**src/rtl/alu_sequencer.sv**
```systemverilog
// alu_sequencer: fetch/decode/execute sequencer for the 4-bit core.
// Fetches instruction bytes over a req/ack ROM handshake, detects 2-byte
// commands, drives the external combinational ALU and commits results to
// acc, cy, pc or the index register file.
// Optional macro ACC_GROUP_EN: enables F-group accumulator ops (CLB, CLC, IAC, CMC, STC).
// All outputs are registered; ALU and register-file controls are set up on
// the transition into EXEC so they are stable for the whole EXEC cycle.
module alu_sequencer #(
    localparam int unsigned AW = 12,
    localparam int unsigned DW = 4,
    localparam int unsigned BW = 8,
    parameter logic [AW-1:0] PC_RESET = 12'h000
) (
    input  logic          clk,
    input  logic          rst,
    input  logic          run,
    output logic          romReq,
    output logic [AW-1:0] romAddr,
    input  logic          romAck,
    input  logic [BW-1:0] romData,
    output logic [DW-1:0] regAddr,
    input  logic [DW-1:0] regRdata,
    output logic          regWe,
    output logic [DW-1:0] regWdata,
    output logic [DW-1:0] aluOp,
    output logic [DW-1:0] aluAccIn,
    output logic [DW-1:0] aluOpa,
    output logic          aluCarryIn,
    input  logic [DW-1:0] aluResult,
    input  logic          aluCarry,
    output logic [DW-1:0] acc,
    output logic          cy,
    output logic [AW-1:0] pc,
    output logic          instrDone
);

    localparam logic [DW-1:0] ALU_NOP = 4'h0;
    localparam logic [DW-1:0] ALU_ADD = 4'h8;
    localparam logic [DW-1:0] ALU_SUB = 4'h9;
    localparam logic [DW-1:0] ALU_LDM = 4'hD;

    localparam logic [DW-1:0] OPR_INC = 4'h6;
    localparam logic [DW-1:0] OPR_JUN = 4'h4;
    localparam logic [DW-1:0] OPR_ADD = 4'h8;
    localparam logic [DW-1:0] OPR_SUB = 4'h9;
    localparam logic [DW-1:0] OPR_LD  = 4'hA;
    localparam logic [DW-1:0] OPR_XCH = 4'hB;
    localparam logic [DW-1:0] OPR_LDM = 4'hD;
`ifdef ACC_GROUP_EN
    localparam logic [DW-1:0] OPR_FGRP = 4'hF;
    localparam logic [DW-1:0] F_CLB    = 4'h0;
    localparam logic [DW-1:0] F_CLC    = 4'h1;
    localparam logic [DW-1:0] F_IAC    = 4'h2;
    localparam logic [DW-1:0] F_CMC    = 4'h3;
    localparam logic [DW-1:0] F_STC    = 4'hA;
`endif

    typedef enum logic [1:0] {
        S_FETCH1 = 2'd0,
        S_DECODE = 2'd1,
        S_FETCH2 = 2'd2,
        S_EXEC   = 2'd3
    } state_t;

    state_t        r_state,        w_state;
    logic [BW-1:0] r_ir,           w_ir;
    logic [BW-1:0] r_ir2,          w_ir2;
    logic [DW-1:0] r_acc,          w_acc;
    logic          r_cy,           w_cy;
    logic [AW-1:0] r_pc,           w_pc;
    logic          r_rom_req,      w_rom_req;
    logic [DW-1:0] r_reg_addr,     w_reg_addr;
    logic          r_reg_we,       w_reg_we;
    logic [DW-1:0] r_reg_wdata,    w_reg_wdata;
    logic [DW-1:0] r_alu_op,       w_alu_op;
    logic [DW-1:0] r_alu_acc_in,   w_alu_acc_in;
    logic [DW-1:0] r_alu_opa,      w_alu_opa;
    logic          r_alu_carry_in, w_alu_carry_in;
    logic          r_instr_done,   w_instr_done;

    logic [DW-1:0] w_opr;
    logic [DW-1:0] w_opa;
    logic          w_ack;
    logic          w_two_byte;
    logic          w_setup;

    assign w_opr = r_ir[7:4];
    assign w_opa = r_ir[3:0];
    // Only an ack that answers an outstanding request is honoured.
    assign w_ack = romAck & r_rom_req;

    // Length decode: JCN, JUN, JMS, ISZ and FIM (OPA[0]=0) carry a second byte.
    always_comb begin
        w_two_byte = 1'b0;
        case (w_opr)
            4'h1, 4'h4, 4'h5, 4'h7: w_two_byte = 1'b1;
            4'h2:                   w_two_byte = ~w_opa[0];
            default:                w_two_byte = 1'b0;
        endcase
    end

    // Next-state, datapath commit and registered-output lookahead.
    always_comb begin
        w_state        = r_state;
        w_ir           = r_ir;
        w_ir2          = r_ir2;
        w_acc          = r_acc;
        w_cy           = r_cy;
        w_pc           = r_pc;
        w_rom_req      = 1'b0;
        w_reg_addr     = r_reg_addr;
        w_reg_we       = 1'b0;
        w_reg_wdata    = r_reg_wdata;
        w_alu_op       = ALU_NOP;
        w_alu_acc_in   = r_acc;
        w_alu_opa      = w_opa;
        w_alu_carry_in = r_cy;
        w_instr_done   = 1'b0;
        w_setup        = 1'b0;

        case (r_state)
            S_FETCH1: begin
                w_rom_req = run;
                if (w_ack) begin
                    w_ir       = romData;
                    w_reg_addr = romData[3:0];
                    w_pc       = r_pc + AW'(1);
                    w_rom_req  = 1'b0;
                    w_state    = S_DECODE;
                end
            end
            S_DECODE: begin
                if (w_two_byte) begin
                    w_rom_req = 1'b1;
                    w_state   = S_FETCH2;
                end else begin
                    w_setup = 1'b1;
                    w_state = S_EXEC;
                end
            end
            S_FETCH2: begin
                w_rom_req = 1'b1;
                if (w_ack) begin
                    w_ir2     = romData;
                    w_pc      = r_pc + AW'(1);
                    w_rom_req = 1'b0;
                    w_setup   = 1'b1;
                    w_state   = S_EXEC;
                end
            end
            S_EXEC: begin
                w_rom_req = run;
                w_state   = S_FETCH1;
                case (w_opr)
                    OPR_ADD, OPR_SUB: begin
                        w_acc = aluResult;
                        w_cy  = aluCarry;
                    end
                    OPR_LDM:         w_acc = aluResult;
                    OPR_LD, OPR_XCH: w_acc = regRdata;
                    OPR_JUN:         w_pc  = {w_opa, r_ir2};
`ifdef ACC_GROUP_EN
                    OPR_FGRP: begin
                        case (w_opa)
                            F_CLB: begin
                                w_acc = '0;
                                w_cy  = 1'b0;
                            end
                            F_CLC: w_cy = 1'b0;
                            F_IAC: begin
                                w_acc = aluResult;
                                w_cy  = aluCarry;
                            end
                            F_CMC: w_cy = ~r_cy;
                            F_STC: w_cy = 1'b1;
                            default: ;
                        endcase
                    end
`endif
                    default: ;
                endcase
            end
            default: w_state = S_FETCH1;
        endcase

        // Set up ALU operands and register-file write for the coming EXEC cycle.
        if (w_setup) begin
            w_instr_done = 1'b1;
            case (w_opr)
                OPR_ADD: begin
                    w_alu_op  = ALU_ADD;
                    w_alu_opa = regRdata;
                end
                OPR_SUB: begin
                    w_alu_op  = ALU_SUB;
                    w_alu_opa = regRdata;
                end
                OPR_LDM: w_alu_op = ALU_LDM;
                OPR_XCH: begin
                    w_reg_we    = 1'b1;
                    w_reg_wdata = r_acc;
                end
                OPR_INC: begin
                    // Write data equals the ALU ADD result for regRdata + 1, cin = 0.
                    w_alu_op       = ALU_ADD;
                    w_alu_acc_in   = regRdata;
                    w_alu_opa      = DW'(1);
                    w_alu_carry_in = 1'b0;
                    w_reg_we       = 1'b1;
                    w_reg_wdata    = regRdata + DW'(1);
                end
`ifdef ACC_GROUP_EN
                OPR_FGRP: begin
                    if (w_opa == F_IAC) begin
                        w_alu_op       = ALU_ADD;
                        w_alu_opa      = DW'(1);
                        w_alu_carry_in = 1'b0;
                    end
                end
`endif
                default: ;
            endcase
        end
    end

    // State and datapath registers; reset abandons any instruction in flight.
    always_ff @(posedge clk or posedge rst) begin
        if (rst) begin
            r_state        <= S_FETCH1;
            r_ir           <= '0;
            r_ir2          <= '0;
            r_acc          <= '0;
            r_cy           <= 1'b0;
            r_pc           <= PC_RESET;
            r_rom_req      <= 1'b0;
            r_reg_addr     <= '0;
            r_reg_we       <= 1'b0;
            r_reg_wdata    <= '0;
            r_alu_op       <= ALU_NOP;
            r_alu_acc_in   <= '0;
            r_alu_opa      <= '0;
            r_alu_carry_in <= 1'b0;
            r_instr_done   <= 1'b0;
        end else begin
            r_state        <= w_state;
            r_ir           <= w_ir;
            r_ir2          <= w_ir2;
            r_acc          <= w_acc;
            r_cy           <= w_cy;
            r_pc           <= w_pc;
            r_rom_req      <= w_rom_req;
            r_reg_addr     <= w_reg_addr;
            r_reg_we       <= w_reg_we;
            r_reg_wdata    <= w_reg_wdata;
            r_alu_op       <= w_alu_op;
            r_alu_acc_in   <= w_alu_acc_in;
            r_alu_opa      <= w_alu_opa;
            r_alu_carry_in <= w_alu_carry_in;
            r_instr_done   <= w_instr_done;
        end
    end

    assign romReq     = r_rom_req;
    assign romAddr    = r_pc;
    assign regAddr    = r_reg_addr;
    assign regWe      = r_reg_we;
    assign regWdata   = r_reg_wdata;
    assign aluOp      = r_alu_op;
    assign aluAccIn   = r_alu_acc_in;
    assign aluOpa     = r_alu_opa;
    assign aluCarryIn = r_alu_carry_in;
    assign acc        = r_acc;
    assign cy         = r_cy;
    assign pc         = r_pc;
    assign instrDone  = r_instr_done;

endmodule
```
**config.mk**
```make
export PLATFORM = sky130hd
export DESIGN_NAME = alu_sequencer
export DESIGN_NICKNAME = d
export VERILOG_FILES = /design/src/rtl/alu_sequencer.sv
export SDC_FILE = /design/constraint.sdc
export NUM_CORES = 1
export LEC_CHECK = 0
export CORE_MARGIN = 3
export CORE_UTILIZATION = 45
export DETAILED_ROUTE_END_ITERATION = 16
export MAX_ROUTING_LAYER = met4
export PLACE_DENSITY = 0.78
export SYNTH_ARGS = -nofsm -noshare
export SYNTH_HDL_FRONTEND = slang
export SYNTH_SLANG_ARGS = --single-unit
```
**constraint.sdc**
```tcl
create_clock -name clk -period 3.9 [get_ports clk]
set_input_delay 0.975 -clock clk [delete_from_list [all_inputs] [get_ports clk]]
set_output_delay 0.975 -clock clk [all_outputs]
set_load 0.05 [all_outputs]
```
**Word-level counts from Yosys, hierarchy flattened**

Index checks and enable logic that the tools add are counted.

- Flip-flop bits (word level): 59
- Bits of input ports: 21
- Logic and storage cells: 83

- $add $sub $neg: 2
- Eq/ne operators: 18
- Mux-type cells: 28
- Bitwise gates (word level): 2
- Reduce and logical (&&, ||, !) cells: 18

Operator list:

| operator | count |
|---|---|
| $mux W12 | 2 |
| $pmux W12 S2 | 1 |
| $pmux W4 S2 | 3 |
| $eq A4 B4 Y1 const B | 5 |
| $eq A4 B3 Y1 const B | 4 |
| $mux W4 | 4 |
| $add A12 B1 Y12 const B | 1 |
| $pmux W4 S3 | 1 |
| $reduce_and A2 Y1 | 6 |
| $mux W1 | 11 |
| $reduce_or A2 Y1 | 5 |
| $pmux W2 S4 | 1 |
| $ne A2 B2 Y1 const B | 3 |
| $reduce_bool A2 Y1 | 3 |
| $add A4 B1 Y4 const B | 1 |
| $eq A2 B2 Y1 const B | 2 |
| $eq A4 B1 Y1 const B | 1 |
| $eq A4 B2 Y1 const B | 1 |
| $mux W2 | 2 |
| $pmux W1 S2 | 2 |
| $pmux W1 S4 | 1 |
| $reduce_or A4 Y1 | 1 |
| $reduce_and A3 Y1 | 1 |
| $reduce_or A3 Y1 | 1 |
| 5 further kinds | 5 |

**Longest topological paths before layout**

Gate-level depths: netlist (run 1).

- Depth after elaboration: 6
- Depth in mapped cells: 7

**Worst setup path before layout (run 1)**

OpenSTA, ideal clock, no wires.

- Kind: input -> register
- From: input romAck
- To: register r_alu_acc_in[0], in the netlist aluAccIn[0]
- Data arrival time: 1.937 ns
- Required time: 3.775 ns
- Slack: 1.839 ns
- Stages: 4
- Buffers on the path: 1
- Cells stage by stage: and3_1 -> clkbuf_1 -> o211a_1 -> mux2_2

- Longest elaborated chain between the ends: 4

RTL lines:

| item | line | source |
|---|---|---|
| start, declared | 19 | `input logic romAck,` |
| $and A1 B1 Y1 | 90 | `assign w_ack = romAck & r_rom_req;` |
| $mux W1 | 143 | `if (w_ack) begin` |
| $pmux W1 S2 | 121 | `case (r_state)` |
| $mux W4 | 187 | `if (w_setup) begin` |
| named net w_alu_acc_in[0] | 76 | `logic [DW-1:0] r_alu_acc_in, w_alu_acc_in;` |
| end signal, assigned | 256 | `r_alu_acc_in <= w_alu_acc_in;` |
| end, declared | 76 |  |

The timed path passes the listed nets, and every way through them passes these cells.
A chain may end at the register's enable or synchronous reset.

==> impl_table.tex, run 1 <==
\begin{tabular}{lr}
\hline
Metric & Value \\
\hline
\multicolumn{2}{l}{\textbf{Run status}} \\
\quad Run status & finished clean \\
\multicolumn{2}{l}{\textbf{GRT}} \\
\quad Maximum number of pins on one net before global-route repair & 55 \\
\quad Total congestion overflow & 0 \\
\quad Number of antenna violations at the first check in global routing & 0 \\
\quad First-pass GRT wire length & 11.09 mm \\
\quad Global-route usage over all layers & 0.1974 \\
\quad Via count of the first global-routing pass & 2242 \\
\multicolumn{2}{l}{\textbf{Cells and area}} \\
\quad Post-route cell area & 3633 µm² \\
\quad Fraction of final layout cells with drive strength greater than 1 & 0.1340 \\
\quad Final std cells w/o fill & 396 \\
\quad Diodes inserted & 0 \\
\quad Growth of design area from synthesis to finish & 26.70\% \\
\quad Final-stage net count & 349 \\
\quad Fill cell count & 517 \\
\multicolumn{2}{l}{\textbf{Detailed routing}} \\
\quad Final wirelength & 6.671 mm \\
\quad Vias after detailed routing & 2211 \\
\quad Remaining antenna violation count after routing & 0 \\
\quad \# DRC & 0 \\
\quad DR vias/cell & 5.583 \\
\quad Number of optimization iterations in the first detailed-route pass & 4 \\
\quad Number of DRC markers in iteration 0 & 103 \\
\quad Detailed-route wire length per cell & 16.85 µm \\
\multicolumn{2}{l}{\textbf{Yosys}} \\
\quad Count of mapped cells out of synthesis & 267 \\
\quad Share of synthesized area occupied by flip-flops and latches & 0.4712 \\
\quad Largest family of logic cells by synthesized area & compound AO/OA/AOI/OAI gates \\
\quad Simple-gate share of the synthesized area & 0.1296 \\
\quad Synth unique cells & 52 \\
\quad List of most frequent post-synthesis cells & 54 x dfrtp\_1, 27 x mux2\_2, 17 x buf\_4 \\
\quad Number of warning messages in the yosys log & 0 \\
\quad Cell area after technology mapping & 2868 µm² \\
\quad Share of synthesized area spent on multiplexers & 0.1409 \\
\quad Cell type with the largest total area after synthesis & dfrtp\_1 \\
\quad Syn avg cell area & 10.74 µm² \\
\quad Adder-cell area share of the yosys netlist & 0.03054 \\
\quad Asr flop ratio synth & 1.000 \\
\quad Main area contributors after synthesis & dfrtp\_1 47\%, mux2\_2 11\%, buf\_4 4.5\% \\
\quad Most used flip-flop cell after synthesis & dfrtp\_1 \\
\quad Post-synthesis sequential element count & 54 \\
\quad XOR/XNOR share of the synthesized area & 0.006108 \\
\quad Most common cell in the synthesized netlist & dfrtp\_1 \\
\quad Number of synthesized flops with an enable pin & 0 \\
\quad Syn nets & 295 \\
\quad Post-synthesis compound-gate area fraction & 0.1431 \\
\quad Area fraction of the dominant cell type after synthesis & 0.4712 \\
\multicolumn{2}{l}{\textbf{Place}} \\
\quad Final weighted congestion in routability-driven placement & 0.8028 \\
\quad Count of port buffers added during placement & 72 \\
\quad Placement-stage cell area & 3521 µm² \\
\quad Post-detailed-placement half-perimeter wirelength & 4.813 mm \\
\quad Number of instances in the placed design & 389 \\
\multicolumn{2}{l}{\textbf{Min path}} \\
\quad Class of the most critical hold timing path & flip-flop to flip-flop \\
\quad Hold Path Origin & r\_ir2[1] \\
\multicolumn{2}{l}{\textbf{Timing}} \\
\quad Fin crit period & 2669 ps \\
\quad Clock skew & 8.594 ps \\
\quad Worst Max-Slew Pin Slew & 1132 ps \\
\quad Final Max Slew Viols & 0 \\
\quad Maximum frequency from static timing analysis & 374.7 MHz \\
\quad Normalized max-slew margin & 0.2442 \\
\quad Setup TNS & 0 ps \\
\quad Final hold viol count & 0 \\
\quad Final Cycle Share & 0.6843 \\
\quad \# setup viols final & 0 \\
\quad Unrepaired setup endpoints after global routing & false \\
\multicolumn{2}{l}{\textbf{Clocking}} \\
\quad Root Driver & clkbuf\_8 \\
\quad Insertion delay to the later sink of the worst-skew pair & 310 ps \\
\quad Max clock buf depth & 2 \\
\quad Number of gates resized after CTS & 0 \\
\quad Post-CTS setup repair buffer count & 0 \\
\quad CTS tree & done \\
\quad Number of buffers added to fix hold violations after cts & 0 \\
\quad Count of clock tree sinks & 54 \\
\quad Cts bufs inserted & 5 \\
\quad Clock transition at the registers of the reported paths & 90 ps \\
\quad Max H-tree Level & 2 \\
\multicolumn{2}{l}{\textbf{Worst setup path}} \\
\quad Critical path endpoint & regAddr[0] \\
\quad Setup Crit Path Kind & flip-flop to primary output \\
\quad Element type at the critical path start & flip-flop \\
\quad Startpoint of the worst register-to-register path & r\_state[0] \\
\quad Critical path origin & r\_ir[0] \\
\quad Endpoint required time on the critical path & 2920 ps \\
\quad Critical Path Fanout Max & 5 \\
\quad Standard cell with the maximum stage delay on the critical path & clkdlybuf4s50\_1 \\
\quad Data arrival time at the worst-slack endpoint & 1690 ps \\
\quad Crit path capture type & primary output \\
\quad Number of cells on the worst reg-to-reg path & 6 \\
\quad Cells along the critical path & clkdlybuf4s50\_1 \\
\quad Largest delay share family, worst path & buffers and inverters \\
\quad Total number of cells along the worst setup path & 1 \\
\quad Worst R2R Setup Slack & 1510 ps \\
\quad Reg-to-Reg End & pc[6] \\
\quad Peak per-stage delay on the critical path & 870 ps \\
\quad CP bufs+invs & 1 \\
\multicolumn{2}{l}{\textbf{Floorplan}} \\
\quad Die area & 7367 µm² \\
\quad Initial cell density of the core & 0.4732 \\
\quad Placeable core area & 6061 µm² \\
\quad Die width & 85.83 µm \\
\quad Core Rows & 28 \\
\quad I/O pin count & 74 \\
\quad Die height & 85.83 µm \\
\multicolumn{2}{l}{\textbf{Job}} \\
\quad Max Cap Violations & 0 \\
\hline
\end{tabular}
[metal layers]
metal	track usage	up-vias	routed length (µm)
li1	-	1054	-
met1	0.2483	1066	2887
met2	0.3178	76	3261
met3	0.04419	15	340
met4	0.06331	0	182
met5	-	-	0
[cells in the final DEF, fill, tap and decap left out, types with 3 or more instances in the layout]
cell             netlist  final
ha_1                   7      7
clkbuf_8               0      6
nor2_1                13     13
mux2i_1               10     10
dfrtp_1               54     54
a21oi_1               15     15
nor3_1                 4      4
a22oi_1                3      3
a22o_1                 3      3
and3_1                 3      3
nand2_1               11     11
inv_1                 12     11
nand2b_1               4      4
nand3_1               13     13
clkdlybuf4s50_1        0     72
o21ai_0                5      5
o31ai_1                3      3
o21ai_1                7      7
nor2b_1                5      5
o211a_1                4      4
nor4_1                 6      6
mux2_2                27     27
[registers in the layout, summed over array words and instances, names as in the netlist]
signal      cells
pc             12
r_ir2           8
r_ir            8
acc             4
aluAccIn        4
aluOpa          4
regWdata        4
aluOp           3
r_state         2
aluCarryIn      1
cy              1
instrDone       1
regWe           1
romReq          1
[logic make-up (layout without fill, tap and decap cells)]
kind of cell / after synthesis / in the layout
simple gates: 69 / 69
compound gates: 58 / 58
flops: 54 / 54
buf+inv: 39 / 93
mux: 37 / 37
fa+ha+maj: 7 / 7
xor+xnor: 2 / 2
other cells: 1 / 1
[worst min path at each step]
stage | slack [ps] | cells past startpoint | end
final | 520 | 1 | r_ir2[1]
after global routing | 550 | 1 | r_ir2[2]
after CTS | 520 | 1 | r_ir2[1]
after detailed placement | 500 | 1 | regWdata[3]
after global placement | 490 | 1 | r_ir2[5]
after floorplan | 470 | 1 | r_ir2[5]
[stage by stage]
| step | setup slack, ps | hold WS, ps | util |
|---|---|---|---|
| floorplan | 1610 | 471.6 | - |
| global placement | 1053 | 488.1 | 0.5809 |
| detailed placement | 964.3 | 496.9 | 0.5809 |
| CTS | 1236 | 522.3 | 0.5995 |
| global route | 1156 | 545.3 | 0.5995 |
| finish | 1231 | 521.0 | 0.5995 |
[final cells by class]
class                   instances  area (µm²)  share of cell area
clock buffers                   6       82.58             0.02273
clock inverters                 1       30.03            0.008264
inverters                      12       45.04             0.01240
multi-input cells             174        1295              0.3564
flip-flops and latches         54        1351              0.3719
well taps                      75       93.84             0.02583
repair buffers                 74       735.7              0.2025
Power of run 1 is not shown: default switching activity piles up to over one toggle a cycle in this logic, so the estimate is an artifact.
==> run 2, diff against run 1 <==
Settings changed: CORE_UTILIZATION 45 to 44, PLACE_DENSITY 0.78 to 0.79.
Clock period 3.9 ns to 2.21 ns, I/O delays scaled along.
==> run 2 against run 1 <==
  * Non-clock buffer count increased by 15
  * Die area increased by 2.1%
  * Clock skew decreased by 2.9 ps
  * Global-route usage increased by 0.55 points
  * Design area increased by 4.4%
  * Register-to-register slack got worse by 1400 ps
  * Setup slack got worse by 1200 ps
  * Via count increased by 5.2%
  * Wire length increased by 4.4%
  * Final cell count increased by 4.0%
  * Sequential cell count unchanged
  * Highest routed layer unchanged
  * Utilization increased by 1.9 points
==> impl_table.tex, run 2 (same netlist as run 1, synthesis figures left out) <==
\begin{tabular}{lr}
\hline
Metric & Value \\
\hline
\multicolumn{2}{l}{\textbf{Worst setup path}} \\
\quad Peak per-stage delay on the critical path & 840 ps (was 870 ps) \\
\quad Worst R2R Setup Slack & 110 ps (was 1510 ps) \\
\quad Largest delay share family, worst path & buffers and inverters (unchanged) \\
\quad Cells along the critical path & clkdlybuf4s50\_1 (unchanged) \\
\quad Critical path origin & r\_ir[3] (was r\_ir[0]) \\
\quad Critical path endpoint & regAddr[3] (was regAddr[0]) \\
\quad CP bufs+invs & 1 (unchanged) \\
\quad Number of cells on the worst reg-to-reg path & 5 (was 6) \\
\quad Element type at the critical path start & flip-flop (unchanged) \\
\quad Endpoint required time on the critical path & 1660 ps (was 2920 ps) \\
\quad Standard cell with the maximum stage delay on the critical path & clkdlybuf4s50\_1 (unchanged) \\
\quad Critical Path Fanout Max & 4 (was 5) \\
\quad Reg-to-Reg End & pc[4] (was pc[6]) \\
\quad Total number of cells along the worst setup path & 1 (unchanged) \\
\quad Crit path capture type & primary output (unchanged) \\
\quad Data arrival time at the worst-slack endpoint & 1600 ps (was 1690 ps) \\
\quad Setup Crit Path Kind & flip-flop to primary output (unchanged) \\
\quad Startpoint of the worst register-to-register path & r\_ir[4] (was r\_state[0]) \\
\multicolumn{2}{l}{\textbf{Timing}} \\
\quad Final Cycle Share & 0.9759 \\
\quad Clock skew & 5.648 ps (was 8.594 ps) \\
\quad Normalized max-slew margin & 0.6400 (was 0.2442) \\
\quad Maximum frequency from static timing analysis & 463.7 MHz \\
\quad Setup TNS & 0 ps (unchanged) \\
\quad Final hold viol count & 0 (unchanged) \\
\quad Unrepaired setup endpoints after global routing & false (unchanged) \\
\quad Worst Max-Slew Pin Slew & 538.2 ps (was 1132 ps) \\
\quad Fin crit period & 2157 ps \\
\quad Final Max Slew Viols & 0 (unchanged) \\
\quad \# setup viols final & 0 (unchanged) \\
\multicolumn{2}{l}{\textbf{Detailed routing}} \\
\quad Final wirelength & 6.963 mm (was 6.671 mm) \\
\quad \# DRC & 0 (unchanged) \\
\quad Vias after detailed routing & 2327 (was 2211) \\
\quad Number of DRC markers in iteration 0 & 125 (was 103) \\
\quad Number of optimization iterations in the first detailed-route pass & 4 (unchanged) \\
\quad Remaining antenna violation count after routing & 0 (unchanged) \\
\quad DR vias/cell & 5.648 (was 5.583) \\
\quad Detailed-route wire length per cell & 16.90 µm (was 16.85 µm) \\
\multicolumn{2}{l}{\textbf{Clocking}} \\
\quad Count of clock tree sinks & 54 (unchanged) \\
\quad Max clock buf depth & 2 (unchanged) \\
\quad Root Driver & clkbuf\_8 (unchanged) \\
\quad Clock transition at the registers of the reported paths & 100 ps (was 90 ps) \\
\quad Cts bufs inserted & 5 (unchanged) \\
\quad CTS tree & done (unchanged) \\
\quad Insertion delay to the later sink of the worst-skew pair & 310 ps (about the same) \\
\quad Max H-tree Level & 2 (unchanged) \\
\multicolumn{2}{l}{\textbf{Cells and area}} \\
\quad Final-stage net count & 364 (was 349) \\
\quad Fraction of final layout cells with drive strength greater than 1 & 0.1988 (was 0.1340) \\
\quad Growth of design area from synthesis to finish & 32.29\% (was 26.70\%) \\
\quad Most frequent cells in the layout & 57 x clkdlybuf4s50\_1, 54 x dfrtp\_1, 27 x mux2\_2, 20 x buf\_4, 15 x a21oi\_1 (was 72 x clkdlybuf4s50\_1, 54 x dfrtp\_1, 27 x mux2\_2, 15 x a21oi\_1) \\
\quad Most common library cell in the layout ignoring fill and taps & clkdlybuf4s50\_1 (unchanged) \\
\quad Number of flip-flops in the largest register & 12 (unchanged) \\
\quad Fill cell count & 485 (was 517) \\
\quad Diodes inserted & 0 (unchanged) \\
\multicolumn{2}{l}{\textbf{Place}} \\
\quad Post-detailed-placement half-perimeter wirelength & 5.073 mm (was 4.813 mm) \\
\quad Final weighted congestion in routability-driven placement & 0.8661 (was 0.8028) \\
\quad Count of port buffers added during placement & 72 (unchanged) \\
\multicolumn{2}{l}{\textbf{Min path}} \\
\quad Hold Path Origin & r\_ir2[5] (was r\_ir2[1]) \\
\quad Class of the most critical hold timing path & flip-flop to flip-flop (unchanged) \\
\multicolumn{2}{l}{\textbf{Run status}} \\
\quad Run status & finished clean (unchanged) \\
\multicolumn{2}{l}{\textbf{Floorplan}} \\
\quad Core Rows & 28 (unchanged) \\
\quad Die height & 86.73 µm (was 85.83 µm) \\
\quad Initial cell density of the core & 0.4678 (was 0.4732) \\
\quad Placeable core area & 6131 µm² (was 6061 µm²) \\
\quad I/O pin count & 74 (unchanged) \\
\quad Die width & 86.73 µm (was 85.83 µm) \\
\quad Die area & 7522 µm² (was 7367 µm²) \\
\multicolumn{2}{l}{\textbf{GRT}} \\
\quad First-pass GRT wire length & 11.60 mm (was 11.09 mm) \\
\quad Number of antenna violations at the first check in global routing & 0 (unchanged) \\
\quad Total congestion overflow & 0 (unchanged) \\
\quad Via count of the first global-routing pass & 2324 (was 2242) \\
\quad Maximum number of pins on one net before global-route repair & 55 (unchanged) \\
\quad Global-route usage over all layers & 0.2029 (was 0.1974) \\
\multicolumn{2}{l}{\textbf{Job}} \\
\quad Max Cap Violations & 0 (unchanged) \\
\hline
\end{tabular}
==> run 2: repair_timing <==
item	in CTS	in global routing
resized for setup	1	14
hold buffers	0	0
pin swaps	0	1
endpoints found under the setup margin	1	17
buffers inserted	0	1
==> run 2: worst min path at each step <==
stage | slack [ps] | depth (start not counted) | to
5_1_grt | 530 | 1 | r_ir2[6]
3_5_place_dp | 490 | 1 | r_ir2[5]
4_1_cts | 510 | 1 | r_ir2[5]
3_3_place_gp | 480 | 1 | r_ir2[5]
2_1_floorplan | 470 | 1 | r_ir2[5]
6_report | 510 | 1 | r_ir2[5]
==> run 2: layout make-up <==
class                      count  area, µm²  share of cell area
tap                           75      93.84             0.02474
multi-input combinational    174       1311              0.3456
timing repair buffer          89      882.1              0.2325
sequential                    54       1351              0.3562
inverter                      12      45.04             0.01187
clock buffer                   8      110.1             0.02902
==> run 2: routing by layer <==
layer / vias to the layer above / routed length (µm) / part of all wire / GRT usage
li1: 1091 / - / - / -
met1: 1139 / 2897 / 0.42 / 0.2636
met2: 87 / 3519 / 0.51 / 0.3255
met3: 10 / 453 / 0.065 / 0.03327
met4: 0 / 92 / 0.013 / 0.06516
met5: - / 0 / 0 / -
==> run 2: metrics by stage <==
step / instance area (µm²) / hold WS [ps] / std cells / util / setup slack [ps]
3_3_place_gp: 3638 / 482.7 / 403 / 0.5935 / 50.26
2_1_floorplan: 2868 / 471.6 / 267 / - / 237.9
3_5_place_dp: 3638 / 488.2 / 403 / 0.5935 / 18.17
4_1_cts: 3747 / 511.2 / 411 / 0.6112 / 11.08
5_1_grt: 3794 / 531.7 / 412 / 0.6188 / 4.227
6_report: 3794 / 508.4 / 412 / 0.6188 / 53.33
Power of run 2 is left out for the same reason.
==> RTL edit 1: new RTL, flow settings as in run 1 <==
Reset style: synchronous (`rst`), changed in one clocked block.
--- a/src/rtl/alu_sequencer.sv
+++ b/src/rtl/alu_sequencer.sv
@@ -224,7 +224,7 @@
     end
 
     // State and datapath registers; reset abandons any instruction in flight.
-    always_ff @(posedge clk or posedge rst) begin
+    always_ff @(posedge clk) begin
         if (rst) begin
             r_state        <= S_FETCH1;
             r_ir           <= '0;
Function: differs if rst is asserted again (counterexample within 4 cycles, from zero or initial values and one cycle with rst high); with rst held inactive, the same outputs for 10 cycles.
==> RTL edit 1 against run 1 <==
Sequential cell count unchanged; sequential share of layout area is 5.6 points lower; setup slack lost 140 ps; register-to-register slack improved by 50 ps; synthesized area down 5.6%; maximum frequency decreased by 5.2%; routed wire length fell by 1.3%; clock skew rose by 4.1 ps; cell area fell by 6.0%.
==> RTL edit 1: results (changes against run 1) <==
clocking:
  root_buffer: "clkbuf_8"
  cts_max_level: 2  # unchanged
  cts_inserted_buffers: 5  # unchanged
  ctsResizeCount: 0  # unchanged
  clk_latency_ps: 310  # about the same
  clock_path_buffers: 2  # unchanged
drt:
  drt_first_pass_iters: 5  # +1
  dr_total_vias: 2445  # +11%
  postRouteWirelength_um: 6580  # -1.3%
  drt_iter0_drc: 163  # +58%
global_routing:
  grt_max_degree: 48  # -13%
  grt_antenna_before_repair: 0  # unchanged
  grt_first_pass_wirelength_um: 10900  # -2.1%
  grt_pass1_vias: 2218  # -1.1%
  track_usage_pct: 19.3  # -0.43 points
  grt-ovfl-total: 0  # unchanged
power_and_ir_drop:
  switching_power_mw: 0.526
  peakVddDrop_mv: 0.265
  cellLeakagePower_nw: 1.16
synthesis:
  synthArstFlopShare_pct: 0  # -100 points
  netlist_top_cells_count: "nand2_1 (62), dfxtp_1 (54), a21oi_1 (30)"
  seq_area_frac_synth_pct: 39.9  # -7.2 points
  synth_area_leaders: "dfxtp_1 (40%), nand2_1 (8.6%), a21oi_1 (5.5%), buf_4 (5.3%), nor2_1 (3.7%)"
  synthFlopType: "dfxtp_1"
  yosys_warnings: 0  # unchanged
  synth-edff-count: 0  # unchanged
  ys_types: 53  # +1.9%
  synth_nets: 359  # +22%
worst_hold_path:
  hold_path.class: "reg -> reg"
  whs_path_depth: 2  # +1
setup_path:
  max_stage_delay_ps: 510  # -360 ps
  cp_slowest_cell: "clkdlybuf4s50_1"
  path_delay_family: "simple AND/OR/NAND/NOR gates"
  r2r_cells: 7  # +1
  cp.arrival_ps: 3050  # +1360 ps
  cp_max_fo: 9  # +4
placement:
  dp_hpwl_um: 4770  # -0.82%
  place_congestion: 0.830  # +3.4%
  io_buffers: 72  # unchanged
  placed_area_um2: 3310  # -6.0%
sta:
  tightest_slew_ps: 688  # -444 ps
  skew_ps: 12.7  # +4.11 ps
run_status:
  status: "completed"
final_layout:
  layout.nets: 404  # +16%
  largest_reg_flops: 12  # unchanged
  post_route_cells_drive_above_1_share_pct: 4.51  # -8.9 points
die:
  core_area_um2: 5680  # -6.4%
## RTL edit 1: cell count changes in the layout (fill, tap and decap cells not counted), sizes merged, moves of 5 or more
cell    change
dfxtp      +54
nand2      +51
dfrtp      -54
nand3       -6
a21oi      +15
nor2       +14
mux2       -26
a211oi      +6
nor4        -5
## RTL edit 1: metrics by stage
step	cells	setup slack (ps)
6_report	449	1090
5_1_grt	449	945
4_1_cts	449	1060
3_5_place_dp	441	757
3_3_place_gp	441	858
2_1_floorplan	331	1740
## RTL edit 1: logic make-up (layout without fill, tap and decap cells)
logic type	count (synthesis)	in the layout	share of synthesized area (%)
muxes	11	11	4.11
buffers and inverters	46	92	9.61
and+or+nand+nor	123	123	20.5
DFF	54	54	39.9
adders and majority gates	7	7	3.23
AOI/OAI and AO/OA	87	87	21.8
xor gates and xnor gates	2	2	0.647
other	1	1	0.138
## RTL edit 1: power groups by stage
stage | combinational, mW | sequential [mW] | clock [mW]
after detailed placement | 0.474 | 0.634 | 0
after floorplan | 0.324 | 0.676 | 0
final | 0.475 | 0.621 | 0.372
after global placement | 0.465 | 0.633 | 0
after CTS | 0.476 | 0.622 | 0.379
after global routing | 0.513 | 0.629 | 0.403
## RTL edit 1: final timing paths
check / start / endpoint / slack, ps
min: regWdata[1]$_SDFFE_PP0P_ / regWdata[1]$_SDFFE_PP0P_ / 460
max: romAck / aluAccIn[2]$_SDFF_PP0_ / 1090
max reg2reg: r_state[1]$_SDFFE_PP0P_ / aluAccIn[2]$_SDFF_PP0_ / 1560
min reg2reg: regWdata[1]$_SDFFE_PP0P_ / regWdata[1]$_SDFFE_PP0P_ / 460
## RTL edit 1: layout make-up
type | count | area [um^2]
Inverter | 10 | 37.5
Clock buffer | 7 | 76.3
Fill cell | 516 | 2260
Clock inverter | 1 | 30.0
Multi-Input combinational cell | 231 | 1370
Tap cell | 72 | 90.1
Sequential cell | 54 | 1080
Timing Repair Buffer | 74 | 736
## RTL edit 1: per-layer routing
layer	GRT usage, %	wire (um)	vias to the layer above
li1	-	-	1228
met1	24.1	2770	1138
met2	32.4	3390	71
met3	3.36	338	8
met4	4.82	84	0
met5	-	0	-
## RTL edit 1: worst min-delay path, stage by stage (launching register included)
cell and delay [ps]:
dfxtp_1 320, inv_1 50, a21oi_1 50
==> RTL edit 2: new RTL, config.mk and constraints of run 1 <==
Made on the original files. Build with the macro `ACC_GROUP_EN` defined.
--- a/src/rtl/alu_sequencer.sv
+++ b/src/rtl/alu_sequencer.sv
@@ -5,6 +5,8 @@
 // Optional macro ACC_GROUP_EN: enables F-group accumulator ops (CLB, CLC, IAC, CMC, STC).
 // All outputs are registered; ALU and register-file controls are set up on
 // the transition into EXEC so they are stable for the whole EXEC cycle.
+`define ACC_GROUP_EN
+
 module alu_sequencer #(
     localparam int unsigned AW = 12,
     localparam int unsigned DW = 4,
Behaviour: not the same (a bounded check fails within 4 cycles, from zero or initial values and one cycle with rst high).
==> RTL edit 2 against run 1 <==
Synthesized area up 0.96%; die area increased by 0.89%; setup slack got worse by 100 ps; cell area did not move; routed wire length up 0.48%; via count is 4.7% higher; sequential cell count stayed put.
Power is not shown: default switching activity piles up to over one toggle a cycle in this logic, so the estimate is an artifact.
==> RTL edit 2: results (changes against run 1) <==
sta:
  relSlewSlack_pct: 50.7  # +26 points
  skew_ps: 14.7  # +6.09 ps
synthesis:
  ys_types: 53  # +1.9%
  synth_area_leaders: "dfrtp_1 (47%), mux2_2 (8.2%), buf_4 (4.7%), nand2_1 (3.2%), o21ai_0 (3.1%)"
  synth_nets: 318  # +7.8%
  seq_area_frac_synth_pct: 46.7  # -0.45 points
  syn_area_per_cell_um2: 9.95  # -7.4%
  netlist_top_cells_count: "dfrtp_1 (54), nand2_1 (25), mux2_2 (21), nor2_1 (21)"
clocking:
  post_cts_buffers: 0  # unchanged
  clock_path_buffers: 2  # unchanged
drt:
  avgRoutedWirePerCell_um: 16.0  # -4.8%
  drt_first_pass_iters: 4  # unchanged
  drt_iter0_drc: 171  # +66%
  dr_total_vias: 2316  # +4.7%
worst_hold_path:
  whs_path_depth: 2  # +1
  min_to: "regWdata[1]$_DFFE_PP0P_"
  hold_path.class: "reg -> reg"
  hold_path_startpoint: "regWdata[1]$_DFFE_PP0P_"
run_status:
  status: "completed"
placement:
  dp_hpwl_um: 4920  # +2.2%
  placed_cells: 410  # +5.4%
  place_congestion: 0.864  # +7.6%
final_layout:
  post_route_cells_drive_above_1_share_pct: 11.1  # -2.3 points
  n_antenna_cell: 0  # unchanged
  layout.nets: 369  # +5.7%
  layoutNonFillerInstCount: 418  # +5.6%
  nFillCells: 522  # +0.97%
global_routing:
  grt_first_pass_wirelength_um: 11300  # +1.5%
  grt_pass1_vias: 2247  # +0.22%
  track_usage_pct: 19.6  # -0.11 points
setup_path:
  r2r_cells: 5  # -1
  cp.arrival_ps: 2970  # +1280 ps
  r2r_setup_slack_ps: 1400  # -110 ps
  cp-startpoint: "romAck"
  rr_endpoint: "pc[7]$_DFFE_PP0P_"
## RTL edit 2: layer usage
layer,share of wire (%),up-vias,global-route usage (%)
li1,-,1139,-
met1,47,1106,27.3
met4,0.79,0,5.81
met5,0,-,-
met2,47,65,29.3
met3,5.3,6,3.99
## RTL edit 2: stage by stage
stage | utilization [%] | area, um^2 | hold WS (ps) | setup slack (ps)
after detailed placement | 58.4 | 3540 | 489 | 792
after global routing | 60.0 | 3630 | 544 | 900
after CTS | 60.0 | 3630 | 511 | 1130
final | 60.0 | 3630 | 502 | 1130
after floorplan | - | 2900 | 454 | 1600
after global placement | 58.4 | 3540 | 480 | 890
## RTL edit 2: cells by family after synthesis
kind of cell             after synthesis  synth area share, %
AO/OA/AOI/OAI                         73                 17.3
XOR/XNOR                               2                0.605
adder cells (fa/ha/maj)                6                 2.59
buffers and inverters                 42                 8.12
AND/OR/NAND/NOR                       89                 15.3
flip-flops                            54                 46.7
other                                  1                0.130
multiplexers                          24                 9.20
## RTL edit 2: cell type report
class	count	area share, %
Tap cell	75	2.58
Clock buffer	6	2.27
Sequential cell	54	37.2
Timing Repair Buffer	75	20.5
Inverter	11	1.14
Multi-Input combinational cell	195	36.0
Clock inverter	2	0.344
## RTL edit 2: how the worst max path moves through the flow
stage / depth (start not counted) / to
after CTS: 7 / aluAccIn[1]$_DFF_PP0_
after floorplan: 6 / aluAccIn[0]$_DFF_PP0_
after global placement: 7 / aluAccIn[2]$_DFF_PP0_
after detailed placement: 7 / aluAccIn[1]$_DFF_PP0_
after global routing: 7 / pc[7]$_DFFE_PP0P_
final: 7 / aluAccIn[2]$_DFF_PP0_
## RTL edit 2: critical path: stages
cell	delay, ps
clkdlybuf4s50_1	530
nand3_1	340
a21boi_0	450
nor2_2	140
inv_1	110
nand2_1	130
mux2_2	300
